<file path="config.mk">
export PLATFORM = sky130hd
export DESIGN_NAME = e203_itcm_sram_ctrl
export DESIGN_NICKNAME = d
export VERILOG_FILES = /design/src/rtl/e203_itcm_sram_ctrl.sv
export SDC_FILE = /design/constraint.sdc
export NUM_CORES = 1
export LEC_CHECK = 0
export ABC_AREA = 1
export BUFFER_PORTS_ARGS = -buffer_cell sky130_fd_sc_hd__buf_2
export CORE_MARGIN = 2
export CORE_UTILIZATION = 49
export DETAILED_ROUTE_END_ITERATION = 10
export HOLD_SLACK_MARGIN = 0.15
export PLACE_DENSITY = 0.78
export SYNTH_ARGS = -nofsm -noshare
export SYNTH_HDL_FRONTEND = slang
export SYNTH_SLANG_ARGS = --single-unit
</file>
<file path="constraint.sdc">
create_clock -name clk -period 5.6 [get_ports clk]
set_input_delay 0.28 -clock clk [delete_from_list [all_inputs] [get_ports clk]]
set_output_delay 0.28 -clock clk [all_outputs]
set_load 0.02 [all_outputs]
</file>
<file path="src/rtl/e203_itcm_sram_ctrl.sv">
// ITCM SRAM port controller: single-beat command channel, 2-entry response buffer,
// post-reset zero sweep and idle light-sleep request.
module e203_itcm_sram_ctrl #(
    parameter int AW      = 13,
    parameter int DW      = 64,
    parameter int MW      = 8,
    parameter int INIT_EN = 1,
    parameter int LS_IDLE = 8
) (
    input  logic          clk,
    input  logic          rst,
    input  logic          cmd_valid,
    output logic          cmd_ready,
    input  logic          cmd_read,
    input  logic [AW-1:0] cmd_addr,
    input  logic [DW-1:0] cmd_wdata,
    input  logic [MW-1:0] cmd_wmask,
    output logic          rsp_valid,
    input  logic          rsp_ready,
    output logic [DW-1:0] rsp_rdata,
    output logic          init_busy,
    output logic          ram_cs,
    output logic          ram_we,
    output logic [AW-1:0] ram_addr,
    output logic [MW-1:0] ram_wem,
    output logic [DW-1:0] ram_din,
    input  logic [DW-1:0] ram_dout,
    output logic          ram_ls
);

    localparam logic [0:0] ST_INIT  = 1'b0;
    localparam logic [0:0] ST_RUN   = 1'b1;
    localparam logic [0:0] ST_START = (INIT_EN != 0) ? ST_INIT : ST_RUN;
    localparam int CW = $clog2(LS_IDLE + 1);
    localparam logic [CW-1:0] LS_MAX = CW'(LS_IDLE);

    logic [0:0]    state_reg, state_next;
    logic [AW-1:0] init_cnt_reg;
    logic          p1_reg, p1_read_reg;
    logic [DW-1:0] fifo_data_reg [2];
    logic          wr_ptr_reg, rd_ptr_reg;
    logic [1:0]    count_reg;
    logic [CW-1:0] idle_cnt_reg, idle_cnt_next;
    logic          ls_reg, ls_next;

    logic          in_init, in_run, accept, push, pop, idle, wake;
    logic [1:0]    outstanding;

    // Outputs are held quiet while rst is high even though the state already reads INIT.
    assign in_init     = (state_reg == ST_INIT) & ~rst;
    assign in_run      = (state_reg == ST_RUN) & ~rst;
    assign init_busy   = (state_reg == ST_INIT);
    assign rsp_valid   = (count_reg != 2'd0);
    assign rsp_rdata   = rsp_valid ? fifo_data_reg[rd_ptr_reg] : '0;
    assign pop         = rsp_valid & rsp_ready;
    assign push        = p1_reg;
    assign outstanding = count_reg + {1'b0, p1_reg};
    assign cmd_ready   = in_run & ~ls_reg & ((outstanding < 2'd2) | pop);
    assign accept      = cmd_valid & cmd_ready;
    assign ram_ls      = ls_reg;

    always_comb begin
        ram_cs   = 1'b0;
        ram_we   = 1'b0;
        ram_addr = '0;
        ram_wem  = '0;
        ram_din  = '0;
        if (in_init) begin
            ram_cs   = 1'b1;
            ram_we   = 1'b1;
            ram_addr = init_cnt_reg;
            ram_wem  = '1;
        end else if (in_run) begin
            ram_cs   = accept;
            ram_we   = ~cmd_read;
            ram_addr = cmd_addr;
            ram_wem  = cmd_wmask;
            ram_din  = cmd_wdata;
        end
    end

    always_comb begin
        state_next = state_reg;
        if (state_reg == ST_INIT && init_cnt_reg == '1)
            state_next = ST_RUN;
    end

    always_ff @(posedge clk or posedge rst) begin
        if (rst) begin
            state_reg    <= ST_START;
            init_cnt_reg <= '0;
        end else begin
            state_reg <= state_next;
            if (state_reg == ST_INIT)
                init_cnt_reg <= init_cnt_reg + AW'(1);
        end
    end

    always_ff @(posedge clk or posedge rst) begin
        if (rst) begin
            p1_reg      <= 1'b0;
            p1_read_reg <= 1'b0;
        end else begin
            p1_reg      <= accept;
            p1_read_reg <= cmd_read;
        end
    end

    // Each entry captures SRAM data in the cycle after its read select; writes respond with zero.
    for (genvar gi = 0; gi < 2; gi++) begin : g_fifo
        always_ff @(posedge clk or posedge rst) begin
            if (rst)
                fifo_data_reg[gi] <= '0;
            else if (push && (wr_ptr_reg == 1'(gi)))
                fifo_data_reg[gi] <= p1_read_reg ? ram_dout : '0;
        end
    end

    always_ff @(posedge clk or posedge rst) begin
        if (rst) begin
            wr_ptr_reg <= 1'b0;
            rd_ptr_reg <= 1'b0;
            count_reg  <= 2'd0;
        end else begin
            if (push)
                wr_ptr_reg <= ~wr_ptr_reg;
            if (pop)
                rd_ptr_reg <= ~rd_ptr_reg;
            if (push && !pop)
                count_reg <= count_reg + 2'd1;
            else if (pop && !push)
                count_reg <= count_reg - 2'd1;
        end
    end

    assign idle = in_run & ~cmd_valid & ~p1_reg & (count_reg == 2'd0);
    assign wake = cmd_valid & ls_reg;

    always_comb begin
        idle_cnt_next = '0;
        if (!wake && idle)
            idle_cnt_next = (idle_cnt_reg == LS_MAX) ? idle_cnt_reg : idle_cnt_reg + CW'(1);
        ls_next = ~wake & idle & (idle_cnt_next == LS_MAX);
    end

    always_ff @(posedge clk or posedge rst) begin
        if (rst) begin
            idle_cnt_reg <= '0;
            ls_reg       <= 1'b0;
        end else begin
            idle_cnt_reg <= idle_cnt_next;
            ls_reg       <= ls_next;
        end
    end

endmodule

</file>
==> results.tsv, run 1 <==
metric	value	unit
min_from	ram_dout[56]	
ff2ff_path_depth	6	
critPathArrivalTime	2400	ps
syn_inst	1024	
netSwitchingPower	1.69	mW
grt_start_max_net_pins	129	
yosysWarnings	0	
final-setup-viol-count	0	
finalCriticalPeriod	2680	ps
grt_pass1_wl	34700	µm
area_growth	36.0	%
setup.worst_path.class	input port to output pin	
whs_path_depth	3	
path_buf_inv	4	
die_h	129	µm
synth_ff_type	dfrtp_1	
start_util	0.502	
place_congestion	0.824	
p_leak	6.03	nW
skew	4.50	ps
cts_root_buffer	clkbuf_16	
ys_types	24	
nets	1511	
dr.pass1.iters	5	
wl	22000	µm
critPathMaxFanout	77	
dieArea	0.0166	mm²
vias_per_cell	4.98	
synth_top_area_frac	0.502	
fmax	373	MHz
synth_nets	1182	
synth_top_family_by_area	simple AND/OR/NAND/NOR gates	
hold_class	input port to flop	
r2r_start	p1_reg	
largest_reg_flops	128	
drive_above_1_share	0.266	
synth-compound-area-share	0.140	
pin_count	309	
hold_buffers	62	
fillCellCount	1283	
antenna_found_initial	1	
drt_iter0_drc	677	
p_int	2.39	mW
p_sw_frac	0.414	
clkTransAtPathRegs	60	ps
synthSimpleGateAreaFrac	0.248	
period_share	0.479	
p_seq_frac	0.281	
setup_tns	0	ps
combPwrFrac	0.429	
post_cts_buffers	0	
synth_largest_area_cell	dfrtp_1	
drc_errors	0	
via_count	7737	
yosys_register_bits	153	
hold_viol_final	0	
max_stage_delay	530	ps
cp-start-kind	input port	
io_buffers	308	
cp-end-kind	output pin	
htree_levels	4	
synth-xor-area-share	0.0126	
crit_family	buffers and inverters	
num_rows	45	
max_cap_violations	0	
rsz0062_at_grt	no	
ys_async_sr_fraction	1.00	
cts_tree	done	
track_usage	0.263	
clkPwrFrac	0.290	
ctsResizeCount	0	
overflow	0	
dp_hpwl	13200	µm
grt_pass1_vias	7269	
status	completed	
clk_path_buf_depth	2	
slew_viol_final	0	
cp.required	5320	ps
synthesis.area	0.00763	mm²
ant_nets	0	
cts_num_sinks	153	
reg2reg_slack	3370	ps
worst_pin_slew	1200	ps
cp_slowest_cell	dlygate4sd3_1	
routedWlPerCell	14.1	µm
synth_edf_count	0	
insertion_delay	420	ps
numCtsBuffers	17	
r2r_end	fifo_data_reg[126]	
crit_top_cell	buf_2	
whs_endpoint	fifo_data_reg[56]	
yosys-top-cells-area	dfrtp_1 50%, nand2_1 18%, o21ai_0 8.6%	
finalPower	4.07	mW
core_region_area	0.0152	mm²
avgSynthCellArea	7.45	µm²
slew_headroom	0.202	
synth_fa_ha_area_frac	0.00656	
fp.dieW	129	µm
cellPowerDensity	392	mW/mm²
path_cells	dlygate4sd3_1 > buf_2 > inv_6 > nand2_1 > o21ai_0 > buf_2	
ir_worst_vdd	0.000360	V
ys_seq_area_frac	0.502	
synth.area.mux_share	0	
[worst register-to-register path, stage by stage (launching register included)]
cell and delay (ps):
dfrtp_1 460, inv_2 90, nor2_1 130, clkinv_2 530, buf_4 610, nand2_1 170, o21ai_0 100
[cells by family (layout without fill, tap and decap cells)]
| kind of cell | count (synthesis) | count (layout) |
|---|---|---|
| buffers and inverters | 160 | 502 |
| adders and majority gates | 4 | 4 |
| DFF | 153 | 153 |
| other | 0 | 1 |
| AOI/OAI and AO/OA | 211 | 211 |
| and+or+nand+nor | 485 | 485 |
| xor gates and xnor gates | 11 | 11 |
[Yosys cell counts (4+ instances only)]
library cell / count
buf_2: 33
inv_2: 4
clkbuf_1: 26
xor2_1: 9
nand2_1: 366
nand4_1: 4
o21ai_0: 131
dfrtp_1: 153
inv_1: 89
nand3_1: 12
nor2_1: 95
ha_1: 4
a21oi_1: 67
o21ai_1: 12
buf_6: 7
[area by class of cell]
type                       count  area (µm²)  area share
clock inverter                 9         113      0.0108
timing repair buffer         376        2210       0.213
sequential                   153        3830       0.369
multi-input combinational    711        3120       0.301
inverter                      94         362      0.0348
clock buffer                  23         508      0.0489
tap                          188         235      0.0227
antenna                        1        2.50    0.000241
[through the flow]
step	setup WS, ps	utilization	cells	hold WS, ps	cell area, µm²
2_1_floorplan	793	-	1024	311	7630
3_3_place_gp	3460	0.601	1460	402	9140
3_5_place_dp	3420	0.601	1460	409	9140
4_1_cts	2860	0.683	1554	151	10400
5_1_grt	2690	0.683	1555	153	10400
6_report	2920	0.683	1555	157	10400
[metal layers]
metal | share of wire | global-route usage
met1 | 0.44 | 0.353
met2 | 0.47 | 0.426
met3 | 0.070 | 0.0603
met4 | 0.017 | 0.0870
met5 | 0 | 0
[how the worst max path moves through the flow]
stage / startpoint / end / slack [ps] / depth (start not counted)
2_1_floorplan: rst / ram_addr[10] / 790 / 4
6_report: rst / ram_addr[1] / 2920 / 6
3_5_place_dp: rst / ram_addr[1] / 3420 / 5
5_1_grt: rst / ram_addr[1] / 2690 / 6
4_1_cts: rst / ram_addr[1] / 2860 / 6
3_3_place_gp: rst / ram_addr[6] / 3460 / 5
[power groups by stage]
stage | logic [mW] | registers, mW | clock network (mW)
after floorplan | 1.11 | 1.15 | 0
after global placement | 1.67 | 1.16 | 0
after detailed placement | 1.67 | 1.16 | 0
after CTS | 1.72 | 1.14 | 1.19
after global routing | 1.88 | 1.15 | 1.24
final | 1.75 | 1.14 | 1.18
[cells in the final DEF (no fill, tap or decap), drive strengths merged]
master,instances
a21oi,68
buf,314
bufinv,2
clkbuf,23
clkinv,4
clkinvlp,4
dfrtp,153
diode,1
dlygate4sd3,62
ha,4
inv,93
nand2,366
nand3,12
nand3b,1
nand4,5
nor2,97
nor3,2
o21ai,143
or2,2
xnor2,2
xor2,9
No activity file was read; power rests on OpenSTA's default activity.
==> run 2, diff against run 1 <==
==> constraint.sdc (replaced) <==
create_clock -name clk -period 2.7 [get_ports clk]
set_input_delay 0.135 -clock clk [delete_from_list [all_inputs] [get_ports clk]]
set_output_delay 0.135 -clock clk [all_outputs]
set_load 0.02 [all_outputs]
==> results.tsv, run 2 (synthesis results as in run 1) <==
metric	value	unit	change
layout_common_cells	365 x nand2_1, 308 x buf_2, 151 x dfrtp_1, 121 x o21ai_0, 94 x nor2_1		
io_buffers	308		unchanged
insertion_delay	420	ps	about the same
rsz0062_at_grt	no		
vias_per_cell	5.01		+0.62%
dp_hpwl	14100	µm	+6.7%
ir_worst_vdd	0.000574	V	+60%
drt_iter0_drc	745		+10%
clk_path_buf_depth	2		unchanged
numCtsBuffers	17		unchanged
dr.pass1.iters	5		unchanged
fillCellCount	1219		-5.0%
place_congestion	0.834		+1.2%
final-setup-viol-count	0		unchanged
clkTransAtPathRegs	50	ps	about the same
ant_nets	0		unchanged
cts_root_buffer	clkbuf_16		
ctsResizeCount	0		unchanged
antenna_found_initial	1		unchanged
via_count	7820		+1.1%
grt_pass1_wl	35800	µm	+3.0%
largest_reg_flops	128		unchanged
worst_pin_slew	1140	ps	-61.8 ps
drc_errors	0		unchanged
dpl.cell_count	1463		+0.21%
fmax	423	MHz	
dieArea	0.0166	mm²	unchanged
die_h	129	µm	unchanged
place_area	0.00921	mm²	+0.78%
pin_count	309		unchanged
finalPower	8.42	mW	+110%
p_leak	6.08	nW	+0.86%
start_util	0.502		unchanged
cts_tree	done		
nets	1519		+0.53%
core_region_area	0.0152	mm²	unchanged
cp-end-kind	output pin		
status	completed		
antenna_cells	0		-1
routedWlPerCell	14.2	µm	+0.30%
cellPowerDensity	802	mW/mm²	+100%
final_core_util	0.690		+0.00741
finalCriticalPeriod	2360	ps	
grt_start_max_net_pins	154		+19%
wl	22100	µm	+0.75%
whs	40.8	ps	-116 ps
dp_slack	763	ps	-2660 ps
grt_pass1_vias	7241		-0.39%
skew	12.2	ps	+7.66 ps
hold_viol_final	0		unchanged
max_cap_violations	0		unchanged
cp-start-kind	flop		
track_usage	0.272		+0.00899
hold_buffers	67		+8.1%
cp.required	2570	ps	-2750 ps
setup.worst_path.class	flop to output pin		
num_rows	45		unchanged
critPathArrivalTime	2230	ps	-170 ps
slew_headroom	0.243		+0.0412
drive_above_1_share	0.265		-0.00155
area_growth	37.5	%	
final.setup.worst_slack	338	ps	-2580 ps
fin_cells	1562		+0.45%
fp.dieW	129	µm	unchanged
period_share	0.875		
hold_class	input port to async pin		
stdcell_area	0.0105	mm²	+1.1%
cts_num_sinks	153		unchanged
htree_levels	4		unchanged
post_cts_buffers	0		unchanged
overflow	0		unchanged
final_common_cell	nand2_1		
slew_viol_final	0		unchanged
critPathMaxFanout	33		-57%
setup_tns	0	ps	unchanged
-- run 2: cell types whose count changed in the layout (fill, tap and decap cells not counted), moves of 2 or more --
cell,change
o21ai_0,-10
o21ai_1,+10
dlygate4sd3_1,+5
buf_12,+4
clkbuf_1,+3
clkinvlp_4,-2
-- run 2: per-layer routing --
metal / share of wire / track usage / wire length [µm]
met2: 0.47 / 0.426 / 10300
met5: 0 / 0 / 0
met3: 0.067 / 0.0536 / 1490
met1: 0.44 / 0.382 / 9850
met4: 0.022 / 0.0953 / 497
-- run 2: critical path, cell delays in order (launching register included) --
cell	delay [ps]
dfrtp_1	460
inv_4	210
nor2_8	100
inv_2	390
buf_4	380
nor2_1	80
buf_2	170
-- run 2: worst paths after layout --
| kind | endpoint | slack, ps | startpoint | cells after the start |
|---|---|---|---|---|
| worst max-delay path | ram_din[16] | 340 | state_reg | 6 |
| worst min-delay path | init_cnt_reg[5] | 40 | rst | 3 |
| worst max register to register | fifo_data_reg[100] | 700 | p1_reg | 5 |
| worst min register to register | fifo_data_reg[35] | 480 | fifo_data_reg[35] | 2 |
| max in group asynchronous | fifo_data_reg[123] | 2000 | rst | 3 |
| min in group clk | idle_cnt_reg[3] | 290 | rst | 4 |
-- run 2: where the power goes --
part           switching [mW]  internal (mW)  total, mW
logic                    2.44           1.15       3.59
registers              0.0986           2.32       2.42
clock network           0.878           1.53       2.41
total                    3.41           5.01       8.42
-- run 2: cell type report --
cell class,count,area [µm²],share of cell area
clock buffers,27,533,0.0508
clock inverters,5,81.3,0.00775
inverters,94,360,0.0343
multi-input cells,711,3120,0.298
flip-flops and latches,153,3830,0.365
well taps,188,235,0.0224
repair buffers,384,2330,0.222
